===== src/rtl/fast_square_sweep_ctrl_pkg.sv =====
// Shared definitions for the fast-square sweep controller: FSM state encoding,
// config register bit layout and setting-register reset values.
package fast_square_sweep_ctrl_pkg;

    typedef enum logic [2:0] {
        ST_IDLE,
        ST_RESTART,
        ST_WAIT_LOCK,
        ST_SETTLE,
        ST_RECORD,
        ST_STEP,
        ST_DONE
    } state_e;

    localparam int CFG_STEPS_LSB = 0;
    localparam int CFG_STEPS_MSB = 7;
    localparam int CFG_CONT_BIT  = 8;
    localparam int CFG_EN_BIT    = 9;

    localparam logic [7:0] DEF_NUM_STEPS = 8'd34;
    localparam int         DEF_TICKS     = 35000;
    localparam int         DEF_SETTLE    = 0;

    // A programmed step count of zero still runs one step.
    function automatic logic [7:0] last_step_idx(input logic [7:0] numSteps);
        return (numSteps == 8'd0) ? 8'd0 : numSteps - 8'd1;
    endfunction

endpackage


===== src/rtl/fast_square_pulse_gen.sv =====
// Retriggerable fixed-width pulse generator: pulse_o is high for PULSE_CYCLES
// clocks starting the clock after trig_i; clr_i aborts a pulse in progress.
module fast_square_pulse_gen #(
    parameter int PULSE_CYCLES = 4
) (
    input  logic clock,
    input  logic reset,
    input  logic trig_i,
    input  logic clr_i,
    output logic pulse_o
);

    localparam int CW = $clog2(PULSE_CYCLES + 1);

    logic [CW-1:0] cnt_q, cnt_d;

    always_comb begin
        cnt_d = cnt_q;
        if (clr_i) begin
            cnt_d = '0;
        end else if (trig_i) begin
            cnt_d = CW'(PULSE_CYCLES);
        end else if (cnt_q != '0) begin
            cnt_d = cnt_q - CW'(1);
        end
    end

    always_ff @(posedge clock) begin
        if (reset) begin
            cnt_q <= '0;
        end else begin
            cnt_q <= cnt_d;
        end
    end

    assign pulse_o = (cnt_q != '0);

endmodule


===== src/rtl/fast_square_sweep_ctrl.sv =====
// Synthesizer frequency-sweep sequencer (restart, lock, settle, record, step).
// Define FAST_SQUARE_LOCK_TIMEOUT_EN to bound the lock wait by TIMEOUT_TICKS.
module fast_square_sweep_ctrl
    import fast_square_sweep_ctrl_pkg::*;
#(
    parameter logic [6:0] ADDR_CFG      = 7'd64,
    parameter logic [6:0] ADDR_TICKS    = 7'd65,
    parameter logic [6:0] ADDR_SETTLE   = 7'd66,
    parameter int         TICKS_W       = 20,
    parameter int         PULSE_CYCLES  = 4,
    parameter logic [TICKS_W-1:0] TIMEOUT_TICKS = 20'd640000
) (
    input  logic        clock,
    input  logic        reset,
    input  logic [6:0]  serial_addr,
    input  logic [31:0] serial_data,
    input  logic        serial_strobe,
    input  logic        pll_locked,
    output logic        freq_step_reset_out,
    output logic        freq_step_out,
    output logic        rx_reset,
    output logic        rx_next,
    output logic        rx_record,
    output logic [7:0]  step_idx,
    output logic        sweep_done,
    output logic        lock_fault
);

`ifdef FAST_SQUARE_LOCK_TIMEOUT_EN
    localparam bit TIMEOUT_EN = 1'b1;
`else
    localparam bit TIMEOUT_EN = 1'b0;
`endif

    localparam logic [TICKS_W-1:0] PULSE_LAST   = TICKS_W'(PULSE_CYCLES - 1);
    localparam logic [TICKS_W-1:0] TIMEOUT_LAST = TIMEOUT_TICKS - TICKS_W'(1);

    logic [7:0]         cfgSteps_q;
    logic               cfgCont_q;
    logic               cfgEn_q;
    logic [TICKS_W-1:0] cfgTicks_q;
    logic [TICKS_W-1:0] cfgSettle_q;
    logic               cfgWrite;

    logic [7:0]         shdLast_q;
    logic               shdCont_q;
    logic [TICKS_W-1:0] shdTicks_q;
    logic [TICKS_W-1:0] shdSettle_q;

    logic [1:0]         sync_q;
    logic               locked;

    state_e             state_q, state_d;
    logic [TICKS_W-1:0] cnt_q, cnt_d;
    logic [7:0]         stepIdx_q, stepIdx_d;
    logic               lockFault_q;

    logic               faultSet;
    logic               lossDiscard;
    logic               sweepDone;
    logic               zeroStep;
    logic [TICKS_W-1:0] recLast;
    logic [TICKS_W-1:0] settleLast;

    logic               unused_serial_hi;
    assign unused_serial_hi = ^serial_data[31:TICKS_W];

    assign cfgWrite = serial_strobe && (serial_addr == ADDR_CFG);

    always_ff @(posedge clock) begin
        if (reset) begin
            cfgSteps_q  <= DEF_NUM_STEPS;
            cfgCont_q   <= 1'b0;
            cfgEn_q     <= 1'b0;
            cfgTicks_q  <= TICKS_W'(DEF_TICKS);
            cfgSettle_q <= TICKS_W'(DEF_SETTLE);
        end else if (serial_strobe) begin
            if (serial_addr == ADDR_CFG) begin
                cfgSteps_q <= serial_data[CFG_STEPS_MSB:CFG_STEPS_LSB];
                cfgCont_q  <= serial_data[CFG_CONT_BIT];
                cfgEn_q    <= serial_data[CFG_EN_BIT];
            end
            if (serial_addr == ADDR_TICKS) begin
                cfgTicks_q <= serial_data[TICKS_W-1:0];
            end
            if (serial_addr == ADDR_SETTLE) begin
                cfgSettle_q <= serial_data[TICKS_W-1:0];
            end
        end
    end

    // Shadows freeze the sweep setup for the whole sweep; reloaded only in RESTART.
    always_ff @(posedge clock) begin
        if (reset) begin
            shdLast_q   <= last_step_idx(DEF_NUM_STEPS);
            shdCont_q   <= 1'b0;
            shdTicks_q  <= TICKS_W'(DEF_TICKS);
            shdSettle_q <= TICKS_W'(DEF_SETTLE);
        end else if (state_q == ST_RESTART) begin
            shdLast_q   <= last_step_idx(cfgSteps_q);
            shdCont_q   <= cfgCont_q;
            shdTicks_q  <= cfgTicks_q;
            shdSettle_q <= cfgSettle_q;
        end
    end

    always_ff @(posedge clock) begin
        if (reset) begin
            sync_q <= 2'b00;
        end else begin
            sync_q <= {sync_q[0], pll_locked};
        end
    end

    assign locked     = sync_q[1];
    assign recLast    = (shdTicks_q == '0) ? '0 : shdTicks_q - TICKS_W'(1);
    assign settleLast = (shdSettle_q == '0) ? '0 : shdSettle_q - TICKS_W'(1);

    always_ff @(posedge clock) begin
        if (reset) begin
            state_q     <= ST_IDLE;
            cnt_q       <= '0;
            stepIdx_q   <= 8'd0;
            lockFault_q <= 1'b0;
        end else begin
            state_q   <= state_d;
            cnt_q     <= cnt_d;
            stepIdx_q <= stepIdx_d;
            if (faultSet) begin
                lockFault_q <= 1'b1;
            end else if (cfgWrite) begin
                lockFault_q <= 1'b0;
            end
        end
    end

    // The shared counter restarts on every state change; a timeout restart keeps step_idx.
    always_comb begin
        state_d     = state_q;
        cnt_d       = (cnt_q == '1) ? cnt_q : cnt_q + TICKS_W'(1);
        stepIdx_d   = stepIdx_q;
        faultSet    = 1'b0;
        lossDiscard = 1'b0;
        sweepDone   = 1'b0;
        zeroStep    = 1'b0;

        case (state_q)
            ST_IDLE: begin
                if (cfgEn_q) begin
                    state_d  = ST_RESTART;
                    zeroStep = 1'b1;
                end
            end
            ST_RESTART: begin
                if (cnt_q >= PULSE_LAST) begin
                    state_d = ST_WAIT_LOCK;
                end
            end
            ST_WAIT_LOCK: begin
                if (locked) begin
                    state_d = (shdSettle_q == '0) ? ST_RECORD : ST_SETTLE;
                end else if (TIMEOUT_EN && (cnt_q >= TIMEOUT_LAST)) begin
                    faultSet = 1'b1;
                    state_d  = ST_RESTART;
                end
            end
            ST_SETTLE: begin
                if (!locked) begin
                    faultSet    = 1'b1;
                    lossDiscard = 1'b1;
                    state_d     = ST_WAIT_LOCK;
                end else if (cnt_q >= settleLast) begin
                    state_d = ST_RECORD;
                end
            end
            ST_RECORD: begin
                if (!locked) begin
                    faultSet    = 1'b1;
                    lossDiscard = 1'b1;
                    state_d     = ST_WAIT_LOCK;
                end else if (cnt_q >= recLast) begin
                    state_d = ST_STEP;
                end
            end
            ST_STEP: begin
                if (cnt_q >= PULSE_LAST) begin
                    stepIdx_d = (stepIdx_q == 8'hFF) ? stepIdx_q : stepIdx_q + 8'd1;
                    if (stepIdx_q == shdLast_q) begin
                        sweepDone = 1'b1;
                        if (shdCont_q) begin
                            state_d  = ST_RESTART;
                            zeroStep = 1'b1;
                        end else begin
                            state_d = ST_DONE;
                        end
                    end else begin
                        state_d = ST_WAIT_LOCK;
                    end
                end
            end
            ST_DONE: begin
                state_d = ST_DONE;
            end
            default: begin
                state_d = ST_IDLE;
            end
        endcase

        if (!cfgEn_q) begin
            state_d = ST_IDLE;
        end
        if (state_d != state_q) begin
            cnt_d = '0;
        end
        if (zeroStep && (state_d == ST_RESTART)) begin
            stepIdx_d = 8'd0;
        end
    end

    fast_square_pulse_gen #(
        .PULSE_CYCLES(PULSE_CYCLES)
    ) u_reset_pulse (
        .clock   (clock),
        .reset   (reset),
        .trig_i  ((state_d == ST_RESTART) && (state_q != ST_RESTART)),
        .clr_i   (state_d == ST_IDLE),
        .pulse_o (freq_step_reset_out)
    );

    fast_square_pulse_gen #(
        .PULSE_CYCLES(PULSE_CYCLES)
    ) u_step_pulse (
        .clock   (clock),
        .reset   (reset),
        .trig_i  ((state_d == ST_STEP) && (state_q != ST_STEP)),
        .clr_i   (state_d == ST_IDLE),
        .pulse_o (freq_step_out)
    );

    assign rx_reset   = (state_q == ST_IDLE) || (state_q == ST_RESTART);
    assign rx_record  = (state_q == ST_RECORD) && locked;
    assign rx_next    = ((state_q == ST_STEP) && (cnt_q == '0)) || lossDiscard;
    assign step_idx   = stepIdx_q;
    assign sweep_done = sweepDone;
    assign lock_fault = lockFault_q;

endmodule


===== config.mk =====
export PLATFORM = sky130hd
export DESIGN_NAME = fast_square_sweep_ctrl
export DESIGN_NICKNAME = d
export VERILOG_FILES = /design/src/rtl/fast_square_sweep_ctrl_pkg.sv /design/src/rtl/fast_square_pulse_gen.sv /design/src/rtl/fast_square_sweep_ctrl.sv
export SDC_FILE = /design/constraint.sdc
export NUM_CORES = 1
export LEC_CHECK = 0
export ABC_CLOCK_PERIOD_IN_PS = 5400
export CAP_MARGIN = 20
export CORE_AREA = 2 2 119 121
export DETAILED_ROUTE_END_ITERATION = 10
export DIE_AREA = 0 0 121 123
export PLACE_DENSITY = 0.83
export SYNTH_ARGS = -nofsm -noshare
export SYNTH_HDL_FRONTEND = slang
export SYNTH_HIERARCHICAL = 1
export SYNTH_SLANG_ARGS = --single-unit

===== constraint.sdc =====
create_clock -name clock -period 5.4 [get_ports clock]
set_clock_uncertainty 0.1 [all_clocks]
set_input_delay 0.54 -clock clock [delete_from_list [all_inputs] [get_ports clock]]
set_output_delay 0.54 -clock clock [all_outputs]
set_load 0.02 [all_outputs]

# Word-level counts from Yosys, hierarchy flattened
# Cells that the tools add are included.
[totals] reg_bits=139 inputBits=43 wordCells=106
[classes] n_addsub=7 order_cmp=3 eq_ne=17 mux=31 n_bitwise=1 n_reduce_logical=29
[ops] op="$logic_not 20->1" n=3
[ops] op="$mux 3" n=15
[ops] op="$ge 20x20->1" n=2
[ops] op="$mux 20" n=2
[ops] op="$sub 20x1->20 const B" n=2
[ops] op="$eq 7x7->1 const B" n=3
[ops] op="$pmux 3 s7" n=1
[ops] op="$add 20x1->20 const B" n=1
[ops] op="$eq 20x20->1 const B" n=1
[ops] op="$ge 20x2->1 const B" n=1
[ops] op="$eq 3x3->1 const B" n=4
[ops] op="$mux 1" n=11
[ops] op="$add 8x1->8 const B" n=1
[ops] op="$eq 8x8->1" n=1
[ops] op="$eq 8x8->1 const B" n=1
[ops] op="$logic_not 8->1" n=1
[ops] op="$mux 8" n=1
[ops] op="$reduce_or 2->1" n=4
[ops] op="$sub 8x1->8 const B" n=1
[ops] op="$eq 3x1->1 const B" n=2
[ops] op="$eq 3x2->1 const B" n=2
[ops] op="$logic_and 1x1->1" n=6
[ops] op="$logic_not 3->1" n=2
[ops] op="$reduce_and 2->1" n=3
[ops] op="other kinds (11)" n=17

# Longest topological paths before layout
# Gate-level depths: netlist (run 1).
[logic_depth] ltp_word=10 depth_mapped=20 mapped_depth_nobuf=17

# Modules after synthesis
# The synthesis (run 1) kept the hierarchy.
[modules_own_cells] module="fast_square_sweep_ctrl" n_inst=1 cells_per_inst=931 area_each_um2=7472.2 seq_area_each_um2=2662.6
[modules_own_cells] module="fast_square_pulse_gen" n_inst=2 cells_per_inst=19 area_each_um2=177.7 seq_area_each_um2=60.1

# Worst setup path after synthesis (run 1)
# Ideal clock, no wire load.
[synth_path] path_kind="register -> register" startpoint="reg shdSettle_q[6]" endpoint="reg cnt_q[10] (netlist name)" arrival_time_ns=3.800 path_slack_ns=1.356 stages_incl_launch_ff=16 n_path_buf=1 synth_period_minus_slack_ns=4.044 cell_sequence="dfxtp_1 or4_4 nor3_4 nand3_1 nor4_1 nor3b_1 xor2_1 nand2_1 ha_1 nand4_1 nor4_1 a21o_2 a41oi_1 o21ai_0 buf_1 nor4b_2"
[synth_lines] item="from (decl)" line_no="fast_square_sweep_ctrl.sv:48" text="logic [TICKS_W-1:0] shdSettle_q;"
[synth_lines] item="from (signal assigned)" line_no="fast_square_sweep_ctrl.sv:98" text="shdSettle_q <= TICKS_W'(DEF_SETTLE);"
[synth_lines] item="from (signal assigned)" line_no="fast_square_sweep_ctrl.sv:103" text="shdSettle_q <= cfgSettle_q;"

# Final worst setup path (run 1)
[layout_path] startpoint="reg shdSettle_q[6]" endpoint="reg u_reset_pulse.cnt_q[2]"
[layout_via] elab_chain_cells=10
[layout_rtl] item="$sub 20x1->20 / $logic_not 20->1 (equally long branches)" line_no="fast_square_sweep_ctrl.sv:117, fast_square_sweep_ctrl.sv:161"
[layout_rtl] item="$mux 20" line_no="fast_square_sweep_ctrl.sv:117" text="assign settleLast = (shdSettle_q == '0) ? '0 : shdSettle_q - TICKS_W'(1);"
[layout_rtl] item="$ge 20x20->1" line_no="fast_square_sweep_ctrl.sv:172" text="end else if (cnt_q >= settleLast) begin"
[layout_rtl] item="$mux 3" line_no="fast_square_sweep_ctrl.sv:172"
[layout_rtl] item="$mux 3" line_no="fast_square_sweep_ctrl.sv:168" text="if (!locked) begin"
[layout_rtl] item="$pmux 3 s7 *" line_no="fast_square_sweep_ctrl.sv:147" text="case (state_q)"
[layout_rtl] item="$mux 3 *" line_no="fast_square_sweep_ctrl.sv:209" text="if (!cfgEn_q) begin"
[layout_rtl] item="$eq 3x1->1" line_no="fast_square_sweep_ctrl.sv:225" text=".trig_i ((state_d == ST_RESTART) && (state_q != ST_RESTART)),"
[layout_rtl] item="$logic_and 1x1->1" line_no="fast_square_sweep_ctrl.sv:225"
[layout_rtl] item="$mux 3 / $reduce_bool 2->1 (equally long branches)"
[layout_rtl] item="to (signal assigned)" line_no="fast_square_pulse_gen.sv:32" text="cnt_q <= cnt_d;"
[layout_rtl] item="to (decl)" line_no="fast_square_pulse_gen.sv:15" text="logic [CW-1:0] cnt_q, cnt_d;"
# Mark *: on every way between the ends. The rest lies on a longest branch, timed or not.
# A chain may end at the register's enable or synchronous reset.

==> impl_metrics.json, run 1 <==
{
  "hold_viol_final": 0,
  "setup_viol": 0,
  "ctsResizeCount": 0,
  "die_w_um": 121,
  "p_clk_share_pct": 50.7,
  "fill_cells": 1101,
  "wl_per_cell_um": 16.02,
  "grt_pass1_wl_um": 31350,
  "drive_gt1_share_pct": 8.358,
  "nets": 1090,
  "final_cell_area_sq_um": 8941,
  "power_density_nw_per_um2": 252.2,
  "slew_viol_final": 0,
  "hold_depth": 2,
  "drt-pass1-iter-count": 5,
  "avgViaCountPerCell": 5.759,
  "io_buffer_count": 45,
  "post_cts_buffers": 0,
  "path_clk_slew_ns": 0.06,
  "pwr-share-comb_pct": 3.5,
  "initial_core_util_pct": 57.51,
  "synth_edf_count": 0,
  "required_ns": 5.63,
  "place.gp.congestion": 0.8871,
  "core_area_sq_um": 13610,
  "path_common_cell": "nor4_1",
  "synth_seq_cells": 139,
  "syn_area_sq_um": 7828,
  "worstRegToRegCells": 15,
  "rows": 43,
  "netlist_instances": 969,
  "cts_sinks": 139,
  "grt_setup_unrepaired": "false",
  "syn_to_final_growth_pct": 14.23,
  "gr-usage-all-layers_pct": 26.65,
  "ys_async_sr_fraction_pct": 0,
  "clockBufferDepth": 2,
  "grt_antenna_before_repair": 0,
  "r2r_start": "shdSettle_q[6]",
  "grt_start_max_net_pins": 103,
  "final_cells": 1185,
  "cts_hold_buf": 0,
  "dieArea_sq_um": 14880,
  "cts_root_buffer": "clkbuf_16",
  "clkLatencyLatePin_ns": 0.42,
  "grt_overflow": 0,
  "postPlaceCellArea_sq_um": 8353,
  "avgSynthCellArea_sq_um": 8.078,
  "hp-class": "reg2reg",
  "io_pins": 58,
  "r2r_slack_ns": 0.76,
  "crit_chain": "or4_4 -> nor3_4 -> nand3_1 -> nor4_1 -> nor3b_1 -> xor2_1 -> nand2_1 -> ha_1 -> nand4_1 -> nor4_1 -> a21o_2 -> a21oi_2 -> nor4_4 -> inv_1 -> a211oi_1",
  "crit_family": "simple AND/OR/NAND/NOR gates",
  "pwr-share-seq_pct": 45.9,
  "arrival_ns": 4.87,
  "reg2reg_to": "u_reset_pulse/cnt_q[2]",
  "status": "finished clean",
  "period_minus_slack_ns": 4.636,
  "ys_seq_area_share_pct": 35.55,
  "cts_tree": "yes",
  "relSlewSlack_pct": 29.89,
  "p_sw_uw": 489.5,
  "worstSetupPathType": "reg2reg",
  "routed_wl_um": 18990,
  "dp.cells": 1154,
  "fmax_ghz": 0.2157,
  "max_stage_delay_ns": 0.76,
  "startpoint": "shdSettle_q[6]",
  "fp.dieH_um": 123,
  "ys.flop_type": "dfxtp_1",
  "dp_hpwl_um": 13070,
  "cts_buffers": 17,
  "cp-endpoint": "u_reset_pulse/cnt_q[2]",
  "yosys_warnings": 6,
  "cp-end-kind": "flop",
  "cp_num_buf_inv": 1,
  "fin_crit_sh_pct": 85.84,
  "yosys.area.top_type": "dfxtp_1",
  "ant_nets": 0,
  "p_leak_uw": 0.003322,
  "cp-start-kind": "flop",
  "grt_pass1_vias": 6280,
  "n_antenna_cell": 0,
  "drt_iter0_drc": 492,
  "final_common_cell": "nand2_1",
  "crit_fanout": 11,
  "worstMarginPinSlew_ns": 1.046,
  "yosysUniqueCellTypes": 59,
  "path_depth": 15,
  "crit_path_top_delay_cell": "nor4_4",
  "synth_top_area_share_pct": 35.55,
  "internal-power_uw": 1766,
  "ir_drop_mv": 0.2453,
  "htreeDepth": 4,
  "mostFrequentLayoutCells": "nand2_1 (242), dfxtp_1 (139), a21oi_1 (88)",
  "num_vias": 6825,
  "max_cap_violations": 0,
  "swShare_pct": 21.71,
  "syn_nets": 1065,
  "netlist_top_cells_area": "dfxtp_1 (36%), nand2_1 (12%), ha_1 (8.5%)",
  "fin_setup_tns_ns": 0,
  "drc_errors": 0
}
==> area by class of cell <==
class                   count  area [sq um]  share of cell area (%)
inverters                  24         90.09                   1.008
clock buffers              21         460.4                   5.150
repair buffers             53         511.7                   5.723
multi-input cells         759          4755                   53.18
clock inverters             9         116.4                   1.301
flip-flops and latches    139          2783                   31.12
well taps                 180         225.2                   2.519
==> worst min-delay path by stage <==
stage | startpoint | slack [ns] | to
6_report | cfgTicks_q[18] | 0.35 | shdTicks_q[18]
5_1_grt | cfgSettle_q[9] | 0.36 | shdSettle_q[9]
4_1_cts | cfgTicks_q[9] | 0.35 | shdTicks_q[9]
3_5_place_dp | cfgTicks_q[8] | 0.34 | shdTicks_q[8]
3_3_place_gp | cfgSettle_q[9] | 0.34 | shdSettle_q[9]
2_1_floorplan | sync_q[0] | 0.31 | sync_q[1]
==> registers in the layout, summed over array words and instances, names as in the netlist <==
name	count
cfgEn_q	1
cfgCont_q	1
sync_q	2
step_idx	8
shdSettle_q	20
lock_fault	1
u_reset_pulse/cnt_q	3
cfgTicks_q	20
u_step_pulse/cnt_q	3
cnt_q	20
shdCont_q	1
cfgSteps_q	8
shdTicks_q	20
state_q	3
cfgSettle_q	20
shdLast_q	8
==> cell usage after synthesis (17+ instances only) <==
library cell and n:
nand3_1 17, nor4b_2 19, a21oi_1 88, clkbuf_1 39, xnor2_1 28, inv_1 24
dfxtp_1 139, nor3_1 32, xor2_1 35, nand2_1 242, nor2_1 60, ha_1 53
==> per-stage QoR <==
step / utilization [%] / hold slack [ns] / power [uW] / setup WS [ns]
final: 65.69 / 0.3508 / 2255 / 0.7645
after global routing: 65.69 / 0.3637 / 2324 / 0.3764
after CTS: 65.60 / 0.3526 / 2266 / 0.7401
after detailed placement: 61.37 / 0.3424 / 1134 / 0.7697
after global placement: 61.37 / 0.3375 / 1134 / 0.8421
after floorplan: - / 0.3138 / 1094 / 1.356
==> metal layers <==
layer | up-vias | wire length (um) | global-route usage, %
li1 | 3415 | - | -
met1 | 3160 | 8658 | 35.72
met2 | 224 | 8999 | 43.12
met3 | 26 | 941 | 5.351
met4 | 0 | 385 | 8.939
met5 | - | 0 | 0
==> worst reg2reg max path, stage by stage, from the launching register on <==
cell	delay (ns)
dfxtp_1	0.36
or4_4	0.58
nor3_4	0.18
nand3_1	0.17
nor4_1	0.30
nor3b_1	0.30
xor2_1	0.18
nand2_1	0.08
ha_1	0.32
nand4_1	0.16
nor4_1	0.44
a21o_2	0.24
a21oi_2	0.08
nor4_4	0.76
inv_1	0.09
a211oi_1	0.20
==> cell families (layout without fill, tap and decap cells) <==
logic type                 count (synthesis)  in the layout  share of synthesized area [%]
xor gates and xnor gates                  63             63                          7.049
and+or+nand+nor                          478            478                          31.60
AOI/OAI and AO/OA                        150            150                          11.49
buffers and inverters                     71            107                          3.916
muxes                                     15             15                          1.918
DFF                                      139            139                          35.55
adders and majority gates                 53             53                          8.472
==> power by group through the flow <==
| stage | clock network, uW | logic (uW) | registers (uW) |
|---|---|---|---|
| after floorplan | 0 | 38.8 | 1060 |
| after global placement | 0 | 76.8 | 1060 |
| after detailed placement | 0 | 77.1 | 1060 |
| after CTS | 1150 | 77.5 | 1030 |
| after global routing | 1210 | 84.1 | 1030 |
| final | 1140 | 77.8 | 1030 |
Note: power is estimated with default switching activity, not from simulation.
==> run 2: changes to the inputs <==
--- a/config.mk
+++ b/config.mk
@@ -8,6 +8,7 @@
 export ABC_CLOCK_PERIOD_IN_PS = 5400
 export CAP_MARGIN = 20
 export CORE_AREA = 2 2 119 121
+export CTS_CLUSTER_SIZE = 14
 export DETAILED_ROUTE_END_ITERATION = 10
 export DIE_AREA = 0 0 121 123
 export PLACE_DENSITY = 0.83
==> results of run 2 <==
Same layout as run 1: the final DEF is identical, and so are final timing and power.
==> patch: new RTL, flow settings as in run 1 <==
Put a register stage on the output `rx_next`, with the module's reset. The value now appears one clock later. The other outputs are not delayed to match.
--- a/src/rtl/fast_square_sweep_ctrl.sv
+++ b/src/rtl/fast_square_sweep_ctrl.sv
@@ -240,5 +240,11 @@
     assign rx_reset   = (state_q == ST_IDLE) || (state_q == ST_RESTART);
     assign rx_record  = (state_q == ST_RECORD) && locked;
-    assign rx_next    = ((state_q == ST_STEP) && (cnt_q == '0)) || lossDiscard;
+    always_ff @(posedge clock) begin
+        if (reset) begin
+            rx_next <= '0;
+        end else begin
+            rx_next <= ((state_q == ST_STEP) && (cnt_q == '0)) || lossDiscard;
+        end
+    end
     assign step_idx   = stepIdx_q;
     assign sweep_done = sweepDone;
Formal check against the unedited RTL: not equivalent (a bounded check fails within 10 cycles, from zero or initial values and one cycle with reset high).
==> patch against run 1 <==
  * Design area shrank 2.7%
  * Routed wire length shrank 7.2%
  * Non-clock buffer count shrank 1
  * Highest routed layer unchanged
  * Power shrank 2.5%
  * Via count shrank 0.64%
  * First-iteration DRC count grew 20%
  * Sequential cell count grew 1
  * Utilization shrank 1.8 points
  * Setup slack lost 0.37 ns
  * Largest cell class unchanged
  * Synthesized area shrank 3.0%
==> patch: results (changes against run 1) <==
stage,metric,value,unit,change
route,first_pass_iters,5,,unchanged
timing,max_slew_margin,26.6,%,-3.3 points
cells_and_area,layout.nets,1090,,unchanged
placement,place_congestion,0.884,,-0.33%
synthesis,yosys.cell_types.count,59,,unchanged
worst_setup_path,crit_type,reg2reg,,
grt,grt_pass1_vias,6116,,-2.6%
clock_network,insertion_delay,0.43,ns,
placement,port_buffers,45,,unchanged
worst_setup_path,path_max_fanout,17,,+6
worst_setup_path,crit_start,shdTicks_q[5]$_SDFFE_PP1P_,,
clock_network,cts_max_level,4,,unchanged
synthesis,yosysWarnings,6,,unchanged
hold_path,hold_class,in2reg,,
worst_setup_path,slowest_delay,0.59,ns,-0.17 ns
worst_setup_path,critPathArrivalTime,5.22,ns,+0.35 ns
power,p_leak,3.21,nW,-3.4%
synthesis,yosys_most_used_dff,dfxtp_1,,
clock_network,cts_made_buffers,17,,unchanged
grt,grt_use_total,24.6,%,-2.1 points
clock_network,clk_pin_slew_worst_paths,0.06,ns,about the same
clock_network,cts_setup_buffers,0,,unchanged
worst_setup_path,r2r_slack,0.40,ns,-0.37 ns
clock_network,ctsLongestPathBuffers,2,,unchanged
synthesis,synth_area_leaders,"dfxtp_1, nand2_1, ha_1",,
timing,finalSetupViolCount,0,,unchanged
route,wl_per_cell,14.8,um,-7.4%
worst_setup_path,slowest_stage,or4_1,,
outcome,status,"finished, final reports clean",,
synthesis,synth_common_cells,"nand2_1, dfxtp_1, a21oi_1",,
clock_network,ctsResizeCount,0,,unchanged
power,peakVddDrop,0.208,mV,-15%
route,drt_iter0_drc,588,,+20%
synthesis,async_flop_share,0,%,unchanged
route,vias,6781,,-0.64%
synthesis,yosysSeqAreaShare,36.9,%,+1.4 points
grt,grt_first_pass_wirelength,29300,um,-6.6%
cells_and_area,diodes,0,,unchanged
worst_setup_path,reg2regPathDepth,16,,+1
grt,grt_max_degree,115,,+12%
placement,dp_hpwl,12200,um,-6.6%
cells_and_area,layout-drive-gt1-share,4.67,%,-3.7 points
clock_network,cts-root-buf,clkbuf_16,,
worst_setup_path,r2r_end,u_reset_pulse/cnt_q[1]$_SDFFE_PP0P_,,
grt,antenna_found_initial,0,,unchanged
## patch: worst min-delay path by stage
stage               slack [ns]                             endpoint  depth (start not counted)                 start
CTS                       0.25   u_step_pulse/cnt_q[1]$_SDFFE_PP0P_                          2                 reset
global placement          0.33                 sync_q[1]$_SDFF_PP0_                          1  sync_q[0]$_SDFF_PP0_
floorplan                 0.31                 sync_q[1]$_SDFF_PP0_                          1  sync_q[0]$_SDFF_PP0_
global route              0.26  u_reset_pulse/cnt_q[2]$_SDFFE_PP0P_                          2                 reset
detailed placement        0.34                 sync_q[1]$_SDFF_PP0_                          1  sync_q[0]$_SDFF_PP0_
finish                    0.26   u_step_pulse/cnt_q[1]$_SDFFE_PP0P_                          2                 reset
## patch: through the flow
step | hold slack (ns) | setup WS [ns] | area (um^2) | instances | power (mW)
5_1_grt | 0.262 | 0.0607 | 8700 | 1187 | 2.25
4_1_cts | 0.249 | 0.400 | 8700 | 1187 | 2.21
6_report | 0.263 | 0.395 | 8700 | 1187 | 2.20
2_1_floorplan | 0.314 | 1.01 | 7590 | 967 | 1.10
3_5_place_dp | 0.337 | 0.438 | 8150 | 1155 | 1.13
3_3_place_gp | 0.326 | 0.525 | 8150 | 1155 | 1.13
## patch: power breakdown
group,internal [mW],leakage (nW),total [mW],switching [mW]
Combinational,0.0326,1.82,0.0715,0.0389
Sequential,1.04,1.13,1.04,0.00483
Clock,0.646,0.262,1.09,0.439
## patch: critical path, delay by kind of cell (launching register included)
family                   cells  cell delay (ns)
adder cells (fa/ha/maj)      1             0.23
AND/OR/NAND/NOR             10             2.71
AO/OA/AOI/OAI                5             1.50
flip-flops                   1             0.35
## patch: cell families after synthesis
| group | synth area share, % |
|---|---|
| compound gates | 13.2 |
| xor+xnor | 7.50 |
| fa+ha+maj | 8.74 |
| buf+inv | 3.69 |
| flops | 36.9 |
| mux | 1.85 |
| simple gates | 28.1 |
## patch: area by class of cell
cell class	instances	area, um^2
clock buffer	23	458
clock inverter	9	90.1
fill	1126	4910
inverter	29	109
multi-input combinational	754	4520
sequential	140	2800
tap	180	225
timing repair buffer	52	500
## patch: metal layers
metal  track usage [%]  routed length [um]  vias to the layer above
met3              5.26                 879                       35
met5                 0                   0                        -
li1                  -                   -                     3407
met2              39.6                8220                      200
met4              8.65                 418                        0
met1              32.7                8100                     3139
